--- src/rtl/prince_scheduler_if.sv ---
// rtl/prince_scheduler_if.sv - request, core and response bundle for prince_scheduler
interface prince_scheduler_if;
    logic [1:0]   req_valid;
    logic [1:0]   req_ready;
    logic [127:0] req_s1;
    logic [127:0] req_s2;
    logic [255:0] req_key;
    logic [1:0]   req_enc_dec;

    logic         core_rst;
    logic [63:0]  core_s1;
    logic [63:0]  core_s2;
    logic [127:0] core_key;
    logic         core_enc_dec;
    logic [63:0]  core_out_s1;
    logic [63:0]  core_out_s2;
    logic         core_done;

    logic         rsp_valid;
    logic         rsp_ready;
    logic [63:0]  rsp_s1;
    logic [63:0]  rsp_s2;
    logic         rsp_id;
    logic         rsp_err;

    modport slave (
        input  req_valid, req_s1, req_s2, req_key, req_enc_dec,
        input  core_out_s1, core_out_s2, core_done, rsp_ready,
        output req_ready, core_rst, core_s1, core_s2, core_key, core_enc_dec,
        output rsp_valid, rsp_s1, rsp_s2, rsp_id, rsp_err
    );

    modport master (
        output req_valid, req_s1, req_s2, req_key, req_enc_dec,
        output core_out_s1, core_out_s2, core_done, rsp_ready,
        input  req_ready, core_rst, core_s1, core_s2, core_key, core_enc_dec,
        input  rsp_valid, rsp_s1, rsp_s2, rsp_id, rsp_err
    );
endinterface

--- src/rtl/prince_scheduler.sv ---
// rtl/prince_scheduler.sv - two-requester round-robin job scheduler for a masked PRINCE core
module prince_scheduler #(
    parameter int LOAD_CYCLES = 2,
    parameter int TIMEOUT     = 63
) (
    input  logic              clk,
    input  logic              rst,
    prince_scheduler_if.slave bus
);
    typedef enum logic [1:0] {IDLE, LOAD, RUN, OUT} state_t;

    localparam logic [31:0] LOAD_LAST = 32'(LOAD_CYCLES - 1);
    localparam logic [31:0] RUN_LAST  = 32'(TIMEOUT - 1);

    state_t        state_q, state_d;
    logic [31:0]   cnt_q;
    logic          last_grant_q;
    logic          grant;
    logic          take;
    logic          done_ok;
    logic          timed_out;

    logic [63:0]   cap_s1_q, cap_s2_q;
    logic [127:0]  cap_key_q;
    logic          cap_ed_q;
    logic [63:0]   rsp_s1_q, rsp_s2_q;
    logic          rsp_id_q, rsp_err_q;

    always_comb begin
        grant = bus.req_valid[1];
        if (bus.req_valid == 2'b11) grant = ~last_grant_q;
    end

    always_comb begin
        state_d   = state_q;
        take      = 1'b0;
        done_ok   = 1'b0;
        timed_out = 1'b0;
        case (state_q)
            // rst gating keeps req_ready low while reset is asserted
            IDLE: if (rst && (|bus.req_valid)) begin
                take    = 1'b1;
                state_d = LOAD;
            end
            LOAD: if (cnt_q == LOAD_LAST) state_d = RUN;
            RUN: begin
                if (bus.core_done) begin
                    done_ok = 1'b1;
                    state_d = OUT;
                end else if (cnt_q == RUN_LAST) begin
                    timed_out = 1'b1;
                    state_d   = OUT;
                end
            end
            OUT: if (bus.rsp_ready) state_d = IDLE;
            default: state_d = IDLE;
        endcase
    end

    always_ff @(posedge clk or negedge rst) begin
        if (!rst) begin
            state_q      <= IDLE;
            cnt_q        <= '0;
            last_grant_q <= 1'b1;
            cap_s1_q     <= '0;
            cap_s2_q     <= '0;
            cap_key_q    <= '0;
            cap_ed_q     <= 1'b0;
            rsp_s1_q     <= '0;
            rsp_s2_q     <= '0;
            rsp_id_q     <= 1'b0;
            rsp_err_q    <= 1'b0;
        end else begin
            state_q <= state_d;
            if (state_d != state_q)
                cnt_q <= '0;
            else if (state_q == LOAD || state_q == RUN)
                cnt_q <= cnt_q + 32'd1;

            if (take) begin
                last_grant_q <= grant;
                rsp_id_q     <= grant;
                cap_s1_q     <= grant ? bus.req_s1[127:64]   : bus.req_s1[63:0];
                cap_s2_q     <= grant ? bus.req_s2[127:64]   : bus.req_s2[63:0];
                cap_key_q    <= grant ? bus.req_key[255:128] : bus.req_key[127:0];
                cap_ed_q     <= grant ? bus.req_enc_dec[1]   : bus.req_enc_dec[0];
            end

            if (done_ok) begin
                rsp_s1_q  <= bus.core_out_s1;
                rsp_s2_q  <= bus.core_out_s2;
                rsp_err_q <= 1'b0;
            end else if (timed_out) begin
                rsp_s1_q  <= '0;
                rsp_s2_q  <= '0;
                rsp_err_q <= 1'b1;
            end
        end
    end

    assign bus.req_ready    = take ? (grant ? 2'b10 : 2'b01) : 2'b00;
    assign bus.core_rst     = (state_q != RUN);
    assign bus.core_s1      = cap_s1_q;
    assign bus.core_s2      = cap_s2_q;
    assign bus.core_key     = cap_key_q;
    assign bus.core_enc_dec = cap_ed_q;
    assign bus.rsp_valid    = (state_q == OUT);
    assign bus.rsp_s1       = rsp_s1_q;
    assign bus.rsp_s2       = rsp_s2_q;
    assign bus.rsp_id       = rsp_id_q;
    assign bus.rsp_err      = rsp_err_q;
endmodule
--- src/flat_wrapper.sv ---
// flat-port wrapper written by rule: the top's interface ports become plain ports
module prince_scheduler_flat 
#(
    parameter int LOAD_CYCLES = 2,
    parameter int TIMEOUT     = 63
)
  (clk, rst, bus_req_valid, bus_req_s1, bus_req_s2, bus_req_key, bus_req_enc_dec, bus_core_out_s1, bus_core_out_s2, bus_core_done, bus_rsp_ready, bus_req_ready, bus_core_rst, bus_core_s1, bus_core_s2, bus_core_key, bus_core_enc_dec, bus_rsp_valid, bus_rsp_s1, bus_rsp_s2, bus_rsp_id, bus_rsp_err);
  prince_scheduler_if bus_i ();
  input  logic clk;
  input  logic rst;
  input wire logic [$bits(bus_i.req_valid)-1:0] bus_req_valid;
  input wire logic [$bits(bus_i.req_s1)-1:0] bus_req_s1;
  input wire logic [$bits(bus_i.req_s2)-1:0] bus_req_s2;
  input wire logic [$bits(bus_i.req_key)-1:0] bus_req_key;
  input wire logic [$bits(bus_i.req_enc_dec)-1:0] bus_req_enc_dec;
  input wire logic [$bits(bus_i.core_out_s1)-1:0] bus_core_out_s1;
  input wire logic [$bits(bus_i.core_out_s2)-1:0] bus_core_out_s2;
  input wire logic [$bits(bus_i.core_done)-1:0] bus_core_done;
  input wire logic [$bits(bus_i.rsp_ready)-1:0] bus_rsp_ready;
  output wire logic [$bits(bus_i.req_ready)-1:0] bus_req_ready;
  output wire logic [$bits(bus_i.core_rst)-1:0] bus_core_rst;
  output wire logic [$bits(bus_i.core_s1)-1:0] bus_core_s1;
  output wire logic [$bits(bus_i.core_s2)-1:0] bus_core_s2;
  output wire logic [$bits(bus_i.core_key)-1:0] bus_core_key;
  output wire logic [$bits(bus_i.core_enc_dec)-1:0] bus_core_enc_dec;
  output wire logic [$bits(bus_i.rsp_valid)-1:0] bus_rsp_valid;
  output wire logic [$bits(bus_i.rsp_s1)-1:0] bus_rsp_s1;
  output wire logic [$bits(bus_i.rsp_s2)-1:0] bus_rsp_s2;
  output wire logic [$bits(bus_i.rsp_id)-1:0] bus_rsp_id;
  output wire logic [$bits(bus_i.rsp_err)-1:0] bus_rsp_err;
  assign bus_i.req_valid = bus_req_valid;
  assign bus_i.req_s1 = bus_req_s1;
  assign bus_i.req_s2 = bus_req_s2;
  assign bus_i.req_key = bus_req_key;
  assign bus_i.req_enc_dec = bus_req_enc_dec;
  assign bus_i.core_out_s1 = bus_core_out_s1;
  assign bus_i.core_out_s2 = bus_core_out_s2;
  assign bus_i.core_done = bus_core_done;
  assign bus_i.rsp_ready = bus_rsp_ready;
  assign bus_req_ready = bus_i.req_ready;
  assign bus_core_rst = bus_i.core_rst;
  assign bus_core_s1 = bus_i.core_s1;
  assign bus_core_s2 = bus_i.core_s2;
  assign bus_core_key = bus_i.core_key;
  assign bus_core_enc_dec = bus_i.core_enc_dec;
  assign bus_rsp_valid = bus_i.rsp_valid;
  assign bus_rsp_s1 = bus_i.rsp_s1;
  assign bus_rsp_s2 = bus_i.rsp_s2;
  assign bus_rsp_id = bus_i.rsp_id;
  assign bus_rsp_err = bus_i.rsp_err;
  prince_scheduler #(.LOAD_CYCLES(LOAD_CYCLES), .TIMEOUT(TIMEOUT)) u_core (.clk(clk), .rst(rst), .bus(bus_i));
endmodule
--- config.mk ---
export PLATFORM = sky130hd
export DESIGN_NAME = prince_scheduler_flat
export DESIGN_NICKNAME = d
export VERILOG_FILES = /design/src/rtl/prince_scheduler_if.sv /design/src/rtl/prince_scheduler.sv /design/src/flat_wrapper.sv
export SDC_FILE = /design/constraint.sdc
export NUM_CORES = 1
export LEC_CHECK = 0
export BUFFER_PORTS_ARGS = -buffer_cell sky130_fd_sc_hd__buf_2
export CORE_AREA = 2 2 405 407
export DETAILED_ROUTE_END_ITERATION = 7
export DIE_AREA = 0 0 407 409
export PLACE_DENSITY = 0.37
export SLEW_MARGIN = 20
export SYNTH_ARGS = -nofsm -noshare
export SYNTH_HDL_FRONTEND = slang
export SYNTH_SLANG_ARGS = --single-unit
--- constraint.sdc ---
create_clock -name clk -period 2.6 [get_ports clk]
set_input_delay 0.52 -clock clk [delete_from_list [all_inputs] [get_ports clk]]
set_output_delay 0.52 -clock clk [all_outputs]
set_load 0.005 [all_outputs]
==> impl_metrics.csv <==
group,metric,value,unit
clock_tree,cts_buffers,53,
clock_tree,cts_tree,"yes",
pwr,p_int,19.0,mW
floorplan,die_y,409,um
clock_tree,clockRootBuffer,"clkbuf_16",
finish,layout_common_cells,"buf_2, dfrtp_1, inv_1, a222oi_1, a22o_1",
pwr,switching_share,0.359,
finish,final_common_cell,"buf_2",
global_routing,overflow,0,
synth,yosysSeqAreaShare,0.616,
finish,nets,3057,
sta,fin_setup_tns,0,ns
global_routing,grt_max_degree,127,
pwr,combPwrFrac,0.358,
setup_path,required,2.08,ns
run_status,status,"finished with violations",
sta,max_freq,411,MHz
finish,stdcell_count,4627,
sta,final-hold-violation-count,0,
sta,finalSetupViolations,0,
placed_design,gp_congestion,0.877,
sta,finClkSkew,0.0355,ns
global_routing,antenna_found_initial,41,
routing,firstDrtPassIters,8,
setup_path,critPathArrivalTime,1.92,ns
floorplan,initial_core_util,0.106,
finish,multi_input_area,5120,sq um
hold_path,hold_path_class,"primary input to register",
sta,finalHoldWorstSlack,0.100,ns
sta,worstMarginPinSlew,0.888,ns
setup_path,cp-end-kind,"output port",
synth,synth-seq-cells,422,
pwr,clock_power_share,0.260,
finish,seqCellArea,10600,sq um
routing,drcViolationCount,54,
floorplan,row_count,148,
global_routing,grt_usage,0.115,
setup_path,cp_max_fo,5,
clock_tree,clk_latency,0.63,ns
finish,drive_gt1_frac,0.499,
synth,synth.distinct_cells,45,
clock_tree,cts.sinks,422,
floorplan,coreArea,162000,sq um
sta,min_period,2.44,ns
pwr,power_density,1100,nW/um^2
placed_design,place_inst,4513,
job,cap_violations,0,
floorplan,pin_count,1039,
sta,maxSlewViolCount,0,
clock_tree,htree_num_levels,2,
setup_path,cp-start-kind,"register",
pwr,p_sw,10.7,mW
synth,synthesis.nets,2030,
clock_tree,clk_pin_slew_worst_paths,0.06,ns
finish,fillCellCount,18300,
sta,post-route-period-util,0.937,
synth,netlist_instances,1374,
synth,yosys.area_share.adder,0.00584,
run_status,violations,"design-rule violations",
synth,synth_top_family_by_area,"compound AO/OA/AOI/OAI gates",
routing,via_count,16900,
routing,via_per_inst,3.64,
finish,areaGrowthSynthToFinish,58.2,%
pwr,seqPwrFrac,0.382,
pwr,power,29.7,mW
routing,ant_nets,0,
routing,wl_per_cell,22.0,um
global_routing,grt_pass1_wl,134000,um
floorplan,die-area,166000,sq um
synth,yosys_warnings,0,
pwr,max-vdd-ir-drop,534,uV
placed_design,dp_hpwl,78400,um
setup_path,crit_type,"register to output port",
synth,synth_area,17200,sq um
synth,synth-compound-area-share,0.244,
pwr,leakage,14.1,nW
sta,rsz0062_at_grt,"no",
synth,synth-simple-area-share,0.0290,
routing,drt_iter0_drc,2206,
floorplan,die_x,407,um
synth,synthMuxAreaShare,0,
finish,final_util,0.167,
clock_tree,clock_path_buffers,3,
synth,syn_avg_cell_area,12.5,sq um
placed_design,io_buffer_count,1038,
global_routing,grt_pass1_vias,16700,
sta,relSlewSlack,0.408,
synth,yosys.area_share.xor_xnor,0.0158,
routing,totalWireLength,102000,um
==> sequential cells by signal, indices dropped and copies added, names as in the netlist <==
| name | count |
|---|---|
| u_core.bus.core_key | 128 |
| u_core.bus.core_s1 | 64 |
| u_core.bus.core_s2 | 64 |
| u_core.bus.rsp_s1 | 64 |
| u_core.bus.rsp_s2 | 64 |
| u_core.cnt_q | 32 |
| u_core.state_q | 2 |
| u_core.bus.core_enc_dec | 1 |
| u_core.bus.rsp_err | 1 |
| u_core.bus.rsp_id | 1 |
| u_core.last_grant_q | 1 |
==> metrics by stage <==
stage | setup WS [ns] | instance area (sq um)
2_1_floorplan | 0.332 | 17200
3_3_place_gp | 0.228 | 25200
3_5_place_dp | 0.237 | 25200
4_1_cts | 0.0293 | 27100
5_1_grt | 0.0538 | 27100
6_report | 0.164 | 27100
==> cells in the mapped netlist (all sizes together) <==
library cell    n  share of area
ha              8         0.0058
dfrtp         421           0.61
or2             2        0.00073
or3b            1        0.00051
nor2b           1        0.00036
or3             2        0.00073
nor2            9         0.0020
xnor2          16         0.0082
and2            1        0.00036
nand4          12         0.0044
nor4           10         0.0045
a211oi         32          0.020
clkbuf        113          0.027
nand2          11         0.0026
nand3          13         0.0038
o31ai           1        0.00044
and4            5         0.0027
xor2           15         0.0077
a22o          129          0.066
nand2b          2        0.00073
or4             3         0.0018
dfstp           1         0.0015
a21oi           9         0.0026
o21ai           3         0.0011
and3            5         0.0019
nor3            7         0.0020
buf            12         0.0041
a222oi        257           0.15
inv           267          0.058
o41ai           1         0.0016
a31oi           3         0.0020
o21a            2        0.00088
==> critical path: stages (launching register included) <==
cell     delay [ns]
dfrtp_1        0.44
inv_2          0.16
ha_4           0.18
nand3_1        0.12
a21oi_4        0.17
buf_12         0.13
buf_2          0.10
==> final cells by class <==
type	count	share of cell area
Sequential cell	422	0.389
Timing Repair Buffer	1097	0.218
Multi-Input combinational cell	560	0.189
Tap cell	2175	0.100
Clock buffer	82	0.0589
Inverter	267	0.0369
Clock inverter	14	0.00696
Antenna cell	10	0.000922
==> timing repair <==
| action | 4_1_cts | 5_1_grt |
|---|---|---|
| gates cloned | 2 | 0 |
| hold buffers | 1 | 0 |
| endpoints found under the hold margin | 82 | 0 |
| endpoints found under the setup margin | 2 | 4 |
| resized for setup | 2 | 1 |
| setup buffers | 5 | 0 |
==> cells by family after synthesis <==
| kind of cell | count (synthesis) |
|---|---|
| compound gates | 437 |
| simple gates | 84 |
| flops | 422 |
| xor+xnor | 31 |
| buf+inv | 392 |
| fa+ha+maj | 8 |
==> metal layers <==
metal | share of wire | vias to the layer above | GRT usage
li1 | - | 7377 | -
met5 | 0.00074 | - | 0
met3 | 0.097 | 151 | 0.0377
met2 | 0.49 | 813 | 0.193
met1 | 0.39 | 8499 | 0.137
met4 | 0.031 | 10 | 0.0367
==> power by group through the flow <==
stage                     sequential [mW]  combinational, mW  clock [mW]
after floorplan                      11.2               4.66           0
after global placement               11.4               10.7           0
after detailed placement             11.4               10.8           0
after CTS                            11.3               10.9        8.07
after global routing                 11.6               11.8        8.28
final                                11.3               10.6        7.72
==> worst paths after layout <==
| kind | startpoint | to | slack (ns) | cells after the start |
|---|---|---|---|---|
| worst min register to register | u_core.bus.rsp_s2[27]$_DFFE_PN0P_ | u_core.bus.rsp_s2[27]$_DFFE_PN0P_ | 0.49 | 1 |
| max in group asynchronous | rst | u_core.bus.core_s1[8]$_DFFE_PN0P_ | 0.83 | 4 |
| worst min-delay path | bus_req_s1[110] | u_core.bus.core_s1[46]$_DFFE_PN0P_ | 0.10 | 3 |
| worst max register to register | u_core.state_q[0]$_DFF_PN0_ | u_core.bus.core_key[78]$_DFFE_PN0P_ | 0.20 | 9 |
| worst max-delay path | u_core.state_q[0]$_DFF_PN0_ | bus_req_ready[0] | 0.16 | 6 |
| min in group asynchronous | rst | u_core.state_q[1]$_DFF_PN0_ | 0.34 | 2 |
Power figures use the tool's default switching activity.
